`src/rtl/cook_program_datapath.sv`:
```
// cook_program_datapath: multi-stage cook program with BCD mm:ss countdown,
// 1 s tick prescaler, heat-level PWM and pause/resume/add-30 s controls.
module cook_program_datapath #(
    parameter  int TICKS_PER_SECOND = 50000000,
    parameter  int NUM_STAGES       = 4,
    parameter  int LEVEL_BITS       = 2,
    parameter  int PWM_TICKS        = 5000000,
    localparam int AW = (NUM_STAGES > 1) ? $clog2(NUM_STAGES) : 1,
    localparam int NW = ($clog2(NUM_STAGES + 1) > 1) ? $clog2(NUM_STAGES + 1) : 1
) (
    input  logic                  clock,
    input  logic                  reset,
    input  logic                  prog_we,
    input  logic [AW-1:0]         prog_addr,
    input  logic [15:0]           prog_duration,
    input  logic [LEVEL_BITS-1:0] prog_level,
    input  logic [NW-1:0]         num_stages,
    input  logic                  start,
    input  logic                  pause,
    input  logic                  cancel,
    input  logic                  add30,
    output logic                  prog_err,
    output logic                  running,
    output logic                  paused,
    output logic                  done,
    output logic [AW-1:0]         stage_idx,
    output logic [15:0]           remaining,
    output logic                  sec_tick,
    output logic                  heat_pulse,
    output logic                  motor_on
);

    localparam int CW   = AW + NW + 1;
    localparam int PSW  = $clog2(TICKS_PER_SECOND);
    localparam int PCW  = (PWM_TICKS > 1) ? $clog2(PWM_TICKS) : 1;
    localparam int LMAX = (1 << LEVEL_BITS) - 1;
    localparam int MW   = PCW + LEVEL_BITS + 2;

    typedef enum logic [2:0] {
        S_IDLE   = 3'd0,
        S_LOAD   = 3'd1,
        S_COOK   = 3'd2,
        S_PAUSED = 3'd3,
        S_DONE   = 3'd4
    } state_t;

    state_t                  state_r;
    logic [2:0]              flags_r;      // {running, paused, done}
    logic [AW-1:0]           stage_idx_r;
    logic [NW-1:0]           num_run_r;
    logic [15:0]             remaining_r;
    logic                    sec_tick_r;
    logic [PSW-1:0]          presc_r;
    logic [PCW-1:0]          pwm_cnt_r;
    logic [LEVEL_BITS-1:0]   level_r;
    logic                    prog_err_r;
    logic [15:0]             dur_r [NUM_STAGES];
    logic [LEVEL_BITS-1:0]   lvl_r [NUM_STAGES];

    // Time value is legal BCD mm:ss (every digit <= 9, seconds tens <= 5).
    function automatic logic bcd_time_ok(input logic [15:0] t);
        return (t[15:12] <= 4'd9) && (t[11:8] <= 4'd9) &&
               (t[7:4] <= 4'd5) && (t[3:0] <= 4'd9);
    endfunction

    // One-second BCD decrement; caller guarantees t is non-zero.
    function automatic logic [15:0] bcd_dec(input logic [15:0] t);
        logic [15:0] r;
        r = t;
        if (t[3:0] != 4'd0) begin
            r[3:0] = t[3:0] - 4'd1;
        end else begin
            r[3:0] = 4'd9;
            if (t[7:4] != 4'd0) begin
                r[7:4] = t[7:4] - 4'd1;
            end else begin
                r[7:4] = 4'd5;
                if (t[11:8] != 4'd0) begin
                    r[11:8] = t[11:8] - 4'd1;
                end else begin
                    r[11:8]  = 4'd9;
                    r[15:12] = t[15:12] - 4'd1;
                end
            end
        end
        return r;
    endfunction

    // BCD add of 00:30 with carry into minutes, saturating at 99:59.
    function automatic logic [15:0] bcd_add30(input logic [15:0] t);
        logic [15:0] r;
        r = t;
        if (t[7:4] < 4'd3) begin
            r[7:4] = t[7:4] + 4'd3;
        end else begin
            r[7:4] = t[7:4] - 4'd3;
            if (t[11:8] < 4'd9) begin
                r[11:8] = t[11:8] + 4'd1;
            end else if (t[15:12] < 4'd9) begin
                r[11:8]  = 4'd0;
                r[15:12] = t[15:12] + 4'd1;
            end else begin
                r = 16'h9959;
            end
        end
        return r;
    endfunction

    // Registered status flags for each state.
    function automatic logic [2:0] state_flags(input state_t s);
        case (s)
            S_LOAD, S_COOK: return 3'b100;
            S_PAUSED:       return 3'b010;
            S_DONE:         return 3'b001;
            default:        return 3'b000;
        endcase
    endfunction

    logic        start_ok_s;
    logic        last_stage_s;
    logic        tc_s;
    logic        wr_ok_s;
    logic [15:0] dec_s;
    logic [15:0] add_s;
    logic [15:0] tick_val_s;
    logic [15:0] load_dur_s;

    assign start_ok_s   = start && (|num_stages) && (CW'(num_stages) <= CW'(NUM_STAGES));
    assign last_stage_s = (CW'(stage_idx_r) + CW'(1'b1)) == CW'(num_run_r);
    assign tc_s         = (presc_r == PSW'(TICKS_PER_SECOND - 1));
    assign wr_ok_s      = prog_we && ((state_r == S_IDLE) || (state_r == S_DONE)) &&
                          (CW'(prog_addr) < CW'(NUM_STAGES)) && bcd_time_ok(prog_duration);
    assign dec_s        = bcd_dec(remaining_r);
    assign add_s        = bcd_add30(remaining_r);
    // add30 together with a tick: +30 s then -1 s
    assign tick_val_s   = add30 ? bcd_dec(add_s) : dec_s;
    assign load_dur_s   = dur_r[stage_idx_r];

    // Program store and write-reject pulse.
    always_ff @(posedge clock or negedge reset) begin
        if (!reset) begin
            for (int i = 0; i < NUM_STAGES; i++) begin
                dur_r[i] <= 16'h0000;
                lvl_r[i] <= {LEVEL_BITS{1'b0}};
            end
            prog_err_r <= 1'b0;
        end else begin
            prog_err_r <= prog_we && !wr_ok_s;
            if (wr_ok_s) begin
                dur_r[prog_addr] <= prog_duration;
                lvl_r[prog_addr] <= prog_level;
            end
        end
    end

    // Sequencer: stage walk, prescaler, BCD countdown, PWM counter and flags.
    always_ff @(posedge clock or negedge reset) begin
        if (!reset) begin
            state_r     <= S_IDLE;
            flags_r     <= 3'b000;
            stage_idx_r <= {AW{1'b0}};
            num_run_r   <= {NW{1'b0}};
            remaining_r <= 16'h0000;
            sec_tick_r  <= 1'b0;
            presc_r     <= {PSW{1'b0}};
            pwm_cnt_r   <= {PCW{1'b0}};
            level_r     <= {LEVEL_BITS{1'b0}};
        end else begin
            sec_tick_r <= 1'b0;
            if (cancel) begin
                state_r     <= S_IDLE;
                flags_r     <= state_flags(S_IDLE);
                stage_idx_r <= {AW{1'b0}};
                remaining_r <= 16'h0000;
                presc_r     <= {PSW{1'b0}};
                pwm_cnt_r   <= {PCW{1'b0}};
            end else begin
                case (state_r)
                    S_IDLE, S_DONE: begin
                        if (start_ok_s) begin
                            state_r     <= S_LOAD;
                            flags_r     <= state_flags(S_LOAD);
                            stage_idx_r <= {AW{1'b0}};
                            num_run_r   <= num_stages;
                        end
                    end
                    S_LOAD: begin
                        remaining_r <= load_dur_s;
                        level_r     <= lvl_r[stage_idx_r];
                        presc_r     <= {PSW{1'b0}};
                        pwm_cnt_r   <= {PCW{1'b0}};
                        if (load_dur_s != 16'h0000) begin
                            state_r <= S_COOK;
                            flags_r <= state_flags(S_COOK);
                        end else if (last_stage_s) begin
                            state_r <= S_DONE;
                            flags_r <= state_flags(S_DONE);
                        end else begin
                            stage_idx_r <= stage_idx_r + AW'(1'b1);
                        end
                    end
                    S_COOK: begin
                        if (pause) begin
                            // counters hold; a terminal count stays pending
                            state_r <= S_PAUSED;
                            flags_r <= state_flags(S_PAUSED);
                        end else begin
                            pwm_cnt_r <= (pwm_cnt_r == PCW'(PWM_TICKS - 1)) ?
                                         {PCW{1'b0}} : pwm_cnt_r + PCW'(1'b1);
                            if (tc_s) begin
                                presc_r     <= {PSW{1'b0}};
                                remaining_r <= tick_val_s;
                                if (tick_val_s == 16'h0000) begin
                                    pwm_cnt_r <= {PCW{1'b0}};
                                    if (last_stage_s) begin
                                        state_r <= S_DONE;
                                        flags_r <= state_flags(S_DONE);
                                    end else begin
                                        stage_idx_r <= stage_idx_r + AW'(1'b1);
                                        state_r     <= S_LOAD;
                                        flags_r     <= state_flags(S_LOAD);
                                    end
                                end
                            end else begin
                                presc_r <= presc_r + PSW'(1'b1);
                                if (add30) begin
                                    remaining_r <= add_s;
                                end
                                // tick is shown during the terminal-count cycle
                                sec_tick_r <= (presc_r == PSW'(TICKS_PER_SECOND - 2));
                            end
                        end
                    end
                    S_PAUSED: begin
                        if (add30) begin
                            remaining_r <= add_s;
                        end
                        if (start) begin
                            state_r    <= S_COOK;
                            flags_r    <= state_flags(S_COOK);
                            sec_tick_r <= tc_s;
                        end
                    end
                    default: begin
                        state_r <= S_IDLE;
                        flags_r <= state_flags(S_IDLE);
                    end
                endcase
            end
        end
    end

    assign prog_err   = prog_err_r;
    assign running    = flags_r[2];
    assign paused     = flags_r[1];
    assign done       = flags_r[0];
    assign stage_idx  = stage_idx_r;
    assign remaining  = remaining_r;
    assign sec_tick   = sec_tick_r;
    assign motor_on   = flags_r[2];
    assign heat_pulse = (state_r == S_COOK) &&
                        ((MW'(pwm_cnt_r) * MW'(LMAX)) < (MW'(level_r) * MW'(PWM_TICKS)));

endmodule

```
`config.mk`:
```
export PLATFORM = sky130hd
export DESIGN_NAME = cook_program_datapath
export DESIGN_NICKNAME = d
export VERILOG_FILES = /design/src/rtl/cook_program_datapath.sv
export SDC_FILE = /design/constraint.sdc
export NUM_CORES = 1
export LEC_CHECK = 0
export BUFFER_PORTS_ARGS = -buffer_cell sky130_fd_sc_hd__buf_4
export CAP_MARGIN = 20
export CORE_UTILIZATION = 30
export CTS_CLUSTER_DIAMETER = 60
export DETAILED_ROUTE_END_ITERATION = 8
export GPL_ROUTABILITY_DRIVEN = 0
export PLACE_DENSITY = 0.59
export SKIP_LAST_GASP = 1
export SLEW_MARGIN = 20
export SYNTH_ARGS = -nofsm -noshare
export SYNTH_HDL_FRONTEND = slang
export SYNTH_SLANG_ARGS = --single-unit
```
`constraint.sdc`:
```
create_clock -name clock -period 4.1 [get_ports clock]
set_input_delay 0.205 -clock clock [delete_from_list [all_inputs] [get_ports clock]]
set_output_delay 0.205 -clock clock [all_outputs]
set_load 0.02 [all_outputs]
```
==> impl_results.md, run 1 <==
- Status: complete, but fails checks
- Violated checks: setup timing
- DR vias: 8954
- Power Dens Cells: 605 mW/mm²
- Layout cells sized above 1: 27.0%
- Critical Path Slowest Stage Cell: dfrtp_1
- Htree depth: 4
- Setup TNS Final: -81.9 ps
- Critical Setup Path Class: reg2out
- Register area share after synthesis: 36.4%
- Number of synthesized flops with an enable pin: 0
- RSZ-0062 raised after global routing: true
- Antenna Nets Post-Route: 0
- P&R area growth vs syn: 21.0%
- Final #Nets: 1291
- Crit path largest cell delay: 410 ps
- Hold Crit Start: prog_duration[4]
- Reg2reg setup slack: 70 ps
- CTS tree: built
- Max-slew violation count: 0
- Synth cell types: 86
- Maximum vdd drop: 0.271 mV
- Boundary pin count: 55
- Pleak: 0.00551 µW
- Worst Path Arrival: 3980 ps
- Worst setup EP type: output pin
- Most used cell, CP: buf_4
- Top_reg_cell synth: dfrtp_1
- R2R Path End: stage_idx[0]
- WHS: 27.4 ps
- 1st-iter DRT viols: 631
- Die area: 0.0356 mm²
- Core Area: 0.0339 mm²
- Via/cell ratio: 5.39
- Syn_nets: 1195
- Setup crit start: pwm_cnt_r[4]
- Final setup vio count: 1
- PnR worst setup slack: -81.9 ps
- Reg2Reg Depth: 16
- Fmax: 239 MHz
- Row Count: 67
- Grt ovf: 0
- WHS Endpoint: dur_r[20]
- Initial antenna violation count: 1
- Drt pass-1 iters: 5
- Final Hold Violating Endpoints: 0
- Clock Tree Root: clkbuf_16
- Most common cell after layout, fill and taps aside: dfrtp_1
- TritonCTS Buffers: 17
- Crit share post-route: 102%
- Clock transition at path regs: 80 ps
- Vias in the first global route: 8752
- Post-Syn Instances: 1104
- Overall die height: 189 µm
- Hpwl dp: 20600 µm
- First-pass GRT wire length: 46900 µm
- Clock skew: 12.9 ps
- DR WL/cell: 17.7 µm
- Final wirelength: 29400 µm
- DRC viols: 0
- CP max FO: 3
- Clk sinks: 152
- Worst hold path class: in2reg
- Worst r2r src: remaining[13]
- CTS max path bufs: 2
- Total track usage: 16.5%
- Clk_lat worst skew: 440 ps
- Starting Density: 30.9%
- Largest net degree at the start of global routing: 89
- Port buffer count: 54
- Dpl ws: -23.0 ps
- Yosys Warn Count: 0
- Die span in x: 189 µm
- Fillers: 3423
- Final worst path period need: 4180 ps
- Flops & latches, synth: 152
- Most frequent cells in the layout: dfrtp_1, buf_4, nor2_1
- Hold path cells: 2
- Footprint of the multi-input gates: 0.00643 mm²
- Post-synth ARST share: 100%
- Critical Path Start Type: flip-flop
- Mean Syn Cell Area: 9.47 µm²
- Worst slew margin: 45.5%
- Slew @ Worst Pin: 796 ps
- Req. time, crit path: 3890 ps
- Register area: 0.00381 mm²
- Maxcap violations: 0
- Synth Cell Area: 0.0105 mm²
- Critical-path cell list: buf_4 > ha_4 > o2111a_1 > a21oi_2 > o31ai_2 > a221o_1 > a41o_1 > nor2_2 > xnor2_1 > ha_1 > nor2b_1 > o21ai_1 > nand2b_1 > a41oi_2 > nor2b_2 > a221oi_2 > buf_4
==> registers in the layout, summed over array words and instances, names as in the netlist <==
signal,flops
dur_r,64
presc_r,26
pwm_cnt_r,23
remaining,16
lvl_r,8
flags_r,3
num_run_r,3
state_r,3
level_r,2
stage_idx,2
prog_err,1
sec_tick,1
==> power by group <==
group          internal (µW)  switching, µW  leakage [µW]  total, µW
clock network            863            732      0.000276       1590
logic                   1700           2340       0.00318       4040
registers               1800            211       0.00205       2010
total                   4360           3290       0.00551       7650
==> cells in the mapped netlist (all sizes together), types with 11 or more instances <==
master,n,share of area (%)
nand3,37,1.9
buf,19,1.0
xnor2,23,1.9
inv,44,1.6
a41oi,13,1.1
nor2,112,4.0
a211oi,23,1.7
nand2b,11,0.68
a21oi,47,2.3
nor3,29,1.4
nand2,72,2.6
xor2,19,1.6
nand4,18,1.1
o21ai,49,2.5
and3,15,0.90
nor2b,15,0.90
a31oi,28,1.7
clkbuf,43,1.5
and2,12,0.72
mux2,77,8.3
ha,61,7.3
dfrtp,152,36
mux4,18,3.9
==> routing by layer <==
layer | up-vias | GRT usage, % | wire [µm]
met1 | 4402 | 23.4 | 14200
li1 | 4271 | - | -
met2 | 234 | 25.2 | 13200
met4 | 0 | 6.39 | 671
met3 | 47 | 2.46 | 1320
met5 | - | 0 | 0
==> what timing repair did <==
item	CTS	global route
hold endpoints to repair	65	0
endpoints found under the setup margin	3	24
gates cloned	0	1
pin swaps	20	36
gates resized for setup	17	26
hold buffers	2	0
setup buffers	8	13
==> cell type report <==
| cell class | count | share of cell area [%] |
|---|---|---|
| Antenna cell | 1 | 0.0198 |
| Clock buffer | 18 | 3.39 |
| Clock inverter | 14 | 1.19 |
| Inverter | 45 | 1.34 |
| Multi-Input combinational cell | 845 | 50.8 |
| Sequential cell | 152 | 30.1 |
| Tap cell | 448 | 4.43 |
| Timing Repair Buffer | 139 | 8.66 |
==> stage by stage <==
step	instance area [µm²]	power [µW]	utilization, %	std cells
after floorplan	10500	4590	-	1104
after global placement	11700	5820	34.5	1605
after detailed placement	11700	5850	34.5	1605
after CTS	12400	7510	36.6	1647
after global routing	12600	8110	37.3	1662
final	12600	7650	37.3	1662
==> worst max-delay path: cells and delay by family (launching register included) <==
kind            cells  cell delay [ps]
flops               1              410
xor+xnor            1               90
compound gates      8             1740
buf+inv             2              340
fa+ha+maj           2              530
simple gates        4              450
==> cell families (layout without fill, tap and decap cells) <==
family | Yosys count | after routing | synth area share [%]
XOR/XNOR | 42 | 42 | 3.52
multiplexers | 105 | 105 | 13.1
other | 0 | 1 | 0
flip-flops | 152 | 152 | 36.4
buffers and inverters | 107 | 216 | 4.18
AND/OR/NAND/NOR | 388 | 388 | 19.1
adder cells (fa/ha/maj) | 61 | 61 | 7.30
AO/OA/AOI/OAI | 249 | 249 | 16.3
==> how the worst max path moves through the flow <==
| stage | cells after the start | end | slack, ps |
|---|---|---|---|
| 2_1_floorplan | 16 | stage_idx[0] | 0.8 |
| 3_3_place_gp | 15 | stage_idx[0] | 60 |
| 3_5_place_dp | 15 | stage_idx[1] | -20 |
| 4_1_cts | 19 | heat_pulse | -30 |
| 5_1_grt | 19 | heat_pulse | -220 |
| 6_report | 17 | heat_pulse | -80 |
Power figures use the tool's default switching activity.
==> run 2, diff against run 1 <==
==> constraint.sdc (replaced) <==
create_clock -name clock -period 4.1 [get_ports clock]
set_input_delay 0 -clock clock [delete_from_list [all_inputs] [get_ports clock]]
set_output_delay 0 -clock clock [all_outputs]
set_load 0.02 [all_outputs]
==> run 2 against run 1 <==
Net effect: the run now ends clean; clock power hardly changed; clock skew is 1.1 ps higher; non-clock buffer count is 24 higher; worst hold slack worse by 2.7 ps; final area is 3.0% higher; combinational power hardly changed; first-iteration DRC count is 3.2% higher; count of clock-buffer cells in the layout is 1 lower; largest cell class unchanged; highest routed layer unchanged.
==> impl_results.md, run 2 (same netlist as run 1, synthesis figures left out) <==
- Final #Nets: 1315 (+1.9%)
- Final Hold Violating Endpoints: 0 (unchanged)
- RSZ-0062 raised after global routing: true
- DRC viols: 0 (unchanged)
- Status: complete, no violations
- Crit path largest cell delay: 380 ps (-30 ps)
- Max reg flops: 64 (unchanged)
- Clock Tree Root: clkbuf_16
- Placed Area: 0.0117 mm² (about the same)
- Final wirelength: 29500 µm (+0.20%)
- Vias in the first global route: 8770 (+0.21%)
- Worst Path Arrival: 4330 ps (+350 ps)
- Critical-path cell list: inv_1 > ha_2 > or2b_4 > buf_4 > nand2_4 > nor2_1 > nor2_1 > ha_2 > buf_4 > inv_1 > a2111oi_4 > o2111ai_2 > nor2_2 > mux2_4 > a2111oi_4 > nand4_2 > buf_6 > a21oi_4 > mux2_1
- Antenna Nets Post-Route: 0 (unchanged)
- Fmax: 249 MHz (+4.2%)
- Via/cell ratio: 5.40 (+0.16%)
- Max-slew violation count: 0 (unchanged)
- Pint: 4340 µW (-0.49%)
- Overall die height: 189 µm (unchanged)
- Req. time, crit path: 4410 ps (+520 ps)
- Final setup vio count: 0 (-1)
- Combinational share of power: 52.9% (about the same)
- 1st-iter DRT viols: 651 (+3.2%)
- DR vias: 9103 (+1.7%)
- Layout cells sized above 1: 27.6% (+0.53 points)
- Core Area: 0.0339 mm² (unchanged)
- Inst Count DP: 1606 (+0.062%)
- Port buffer count: 54 (unchanged)
- Most frequent cells in the layout: dfrtp_1, buf_4, nor2_1
- Total power: 7630 µW (-0.22%)
- CTS max path bufs: 2 (unchanged)
- Clk_lat worst skew: 440 ps (about the same)
- Worst slew margin: 49.7% (+4.1 points)
- P&R area growth vs syn: 24.6%
- Starting Density: 30.9% (unchanged)
- Pleak: 0.00562 µW (+2.0%)
- CTS tree: built
- Crit share post-route: 97.9% (-4.1 points)
- Slew @ Worst Pin: 755 ps (-41.5 ps)
- Register area: 0.00381 mm² (about the same)
- Critical Path Slowest Stage Cell: dfrtp_1
- Grt ovf: 0 (unchanged)
- Largest net degree at the start of global routing: 78 (-12%)
- Final instance area: 0.0130 mm² (+3.0%)
- Clock transition at path regs: 70 ps (about the same)
- Fillers: 3412 (-0.32%)
- First-pass GRT wire length: 47600 µm (+1.5%)
- Initial antenna violation count: 2 (+1)
- Clk sinks: 152 (unchanged)
- Clock skew: 14.0 ps (+1.07 ps)
- Die area: 0.0356 mm² (unchanged)
- Maxcap violations: 0 (unchanged)
- Sw frac: 43.1% (+0.16 points)
- Share of power burned in registers: 26.5% (+0.2 points)
- Row Count: 67 (unchanged)
- Final Instance Count excl. Fillers: 1687 (+1.5%)
- Final worst path period need: 4020 ps (-167 ps)
- Total track usage: 16.7% (+0.18 points)
- Top Registers: dur_r: 64 flops, presc_r: 26 flops, pwm_cnt_r: 23 flops
- Htree depth: 4 (unchanged)
- Boundary pin count: 55 (unchanged)
- Psw: 3290 µW (+0.15%)
- Worst hold path class: in2reg
- Most common cell after layout, fill and taps aside: dfrtp_1
- Top reg by flops: dur_r
- CP bufs+invs: 5 (+3)
- Footprint of the multi-input gates: 0.00652 mm² (+1.4%)
- Crit path max-delay family: compound AO/OA/AOI/OAI gates
- Die span in x: 189 µm (unchanged)
- Critical Setup Path Class: reg2reg
- TritonCTS Buffers: 17 (unchanged)
- Power Dens Cells: 586 mW/mm² (-3.1%)
- Maximum vdd drop: 0.303 mV (+12%)
- Clock power share: 20.7% (about the same)
- Critical Path Start Type: flip-flop
- Core Util, Final: 38.5% (+1.1 points)
- DR WL/cell: 17.5 µm (-1.3%)
- CP max FO: 5 (+2)
- Hpwl dp: 20800 µm (+1.1%)
- Drt pass-1 iters: 5 (unchanged)
- Worst setup EP type: flip-flop
[run 2: changes by cell type in the layout (fill, tap and decap cells not counted), moves of 4 or more]
cell | before | now
buf_4 | 133 | 129
buf_6 | 1 | 5
clkinv_8 | 0 | 5
dlygate4sd3_1 | 2 | 25
ha_1 | 54 | 48
ha_4 | 2 | 7
[run 2: metal layers]
| layer | wire (µm) | part of all wire [%] | global-route usage [%] | vias up |
|---|---|---|---|---|
| met5 | 0 | 0 | 0 | - |
| met3 | 1380 | 4.7 | 2.61 | 58 |
| met4 | 702 | 2.4 | 6.20 | 0 |
| li1 | - | - | - | 4334 |
| met2 | 13400 | 45 | 25.7 | 256 |
| met1 | 14000 | 48 | 23.5 | 4455 |
[run 2: tightest hold or removal path: stages]
cell and delay [ps]:
buf_4 90, nand3b_1 100, a211oi_1 90, nor2b_1 130
[run 2: through the flow]
step	hold WS [ps]	setup TNS [ps]	setup WS (ps)
6_report	24.7	0	84.9
5_1_grt	54.3	-201	-107
4_1_cts	15.7	0	19.6
3_5_place_dp	96.0	0	59.9
3_3_place_gp	94.5	0	66.0
2_1_floorplan	-296	0	0.819
[run 2: final cells by class]
class | count | share of cell area (%)
well taps | 448 | 4.30
multi-input cells | 845 | 50.0
clock buffers | 17 | 3.27
clock inverters | 15 | 1.34
diodes | 2 | 0.0384
repair buffers | 163 | 10.4
inverters | 45 | 1.30
flip-flops and latches | 152 | 29.3
[run 2: worst paths after layout]
| kind | slack, ps | startpoint | end | cells past startpoint |
|---|---|---|---|---|
| worst max register to register | 80 | remaining[13] | flags_r[2] | 19 |
| worst min-delay path | 20 | prog_duration[7] | prog_err | 4 |
| worst min register to register | 500 | dur_r[27] | dur_r[27] | 1 |
| min in group asynchronous | 180 | reset | remaining[7] | 2 |
| max in group asynchronous | 2870 | reset | pwm_cnt_r[9] | 3 |
| worst max-delay path | 80 | remaining[13] | flags_r[2] | 19 |
[run 2: repair_timing]
action | CTS | global route
hold endpoints to repair | 158 | 0
resized for setup | 18 | 46
pin swaps | 7 | 34
setup endpoints to repair | 1 | 32
setup buffers | 5 | 16
cloned | 0 | 1
hold buffers | 25 | 0
[run 2: power by group through the flow]
stage	Combinational (µW)	Sequential (µW)	Clock (µW)
floorplan	2510	2080	0
global placement	3790	2030	0
detailed placement	3800	2050	0
CTS	3850	2020	1630
global route	4380	2060	1690
finish	4040	2020	1580
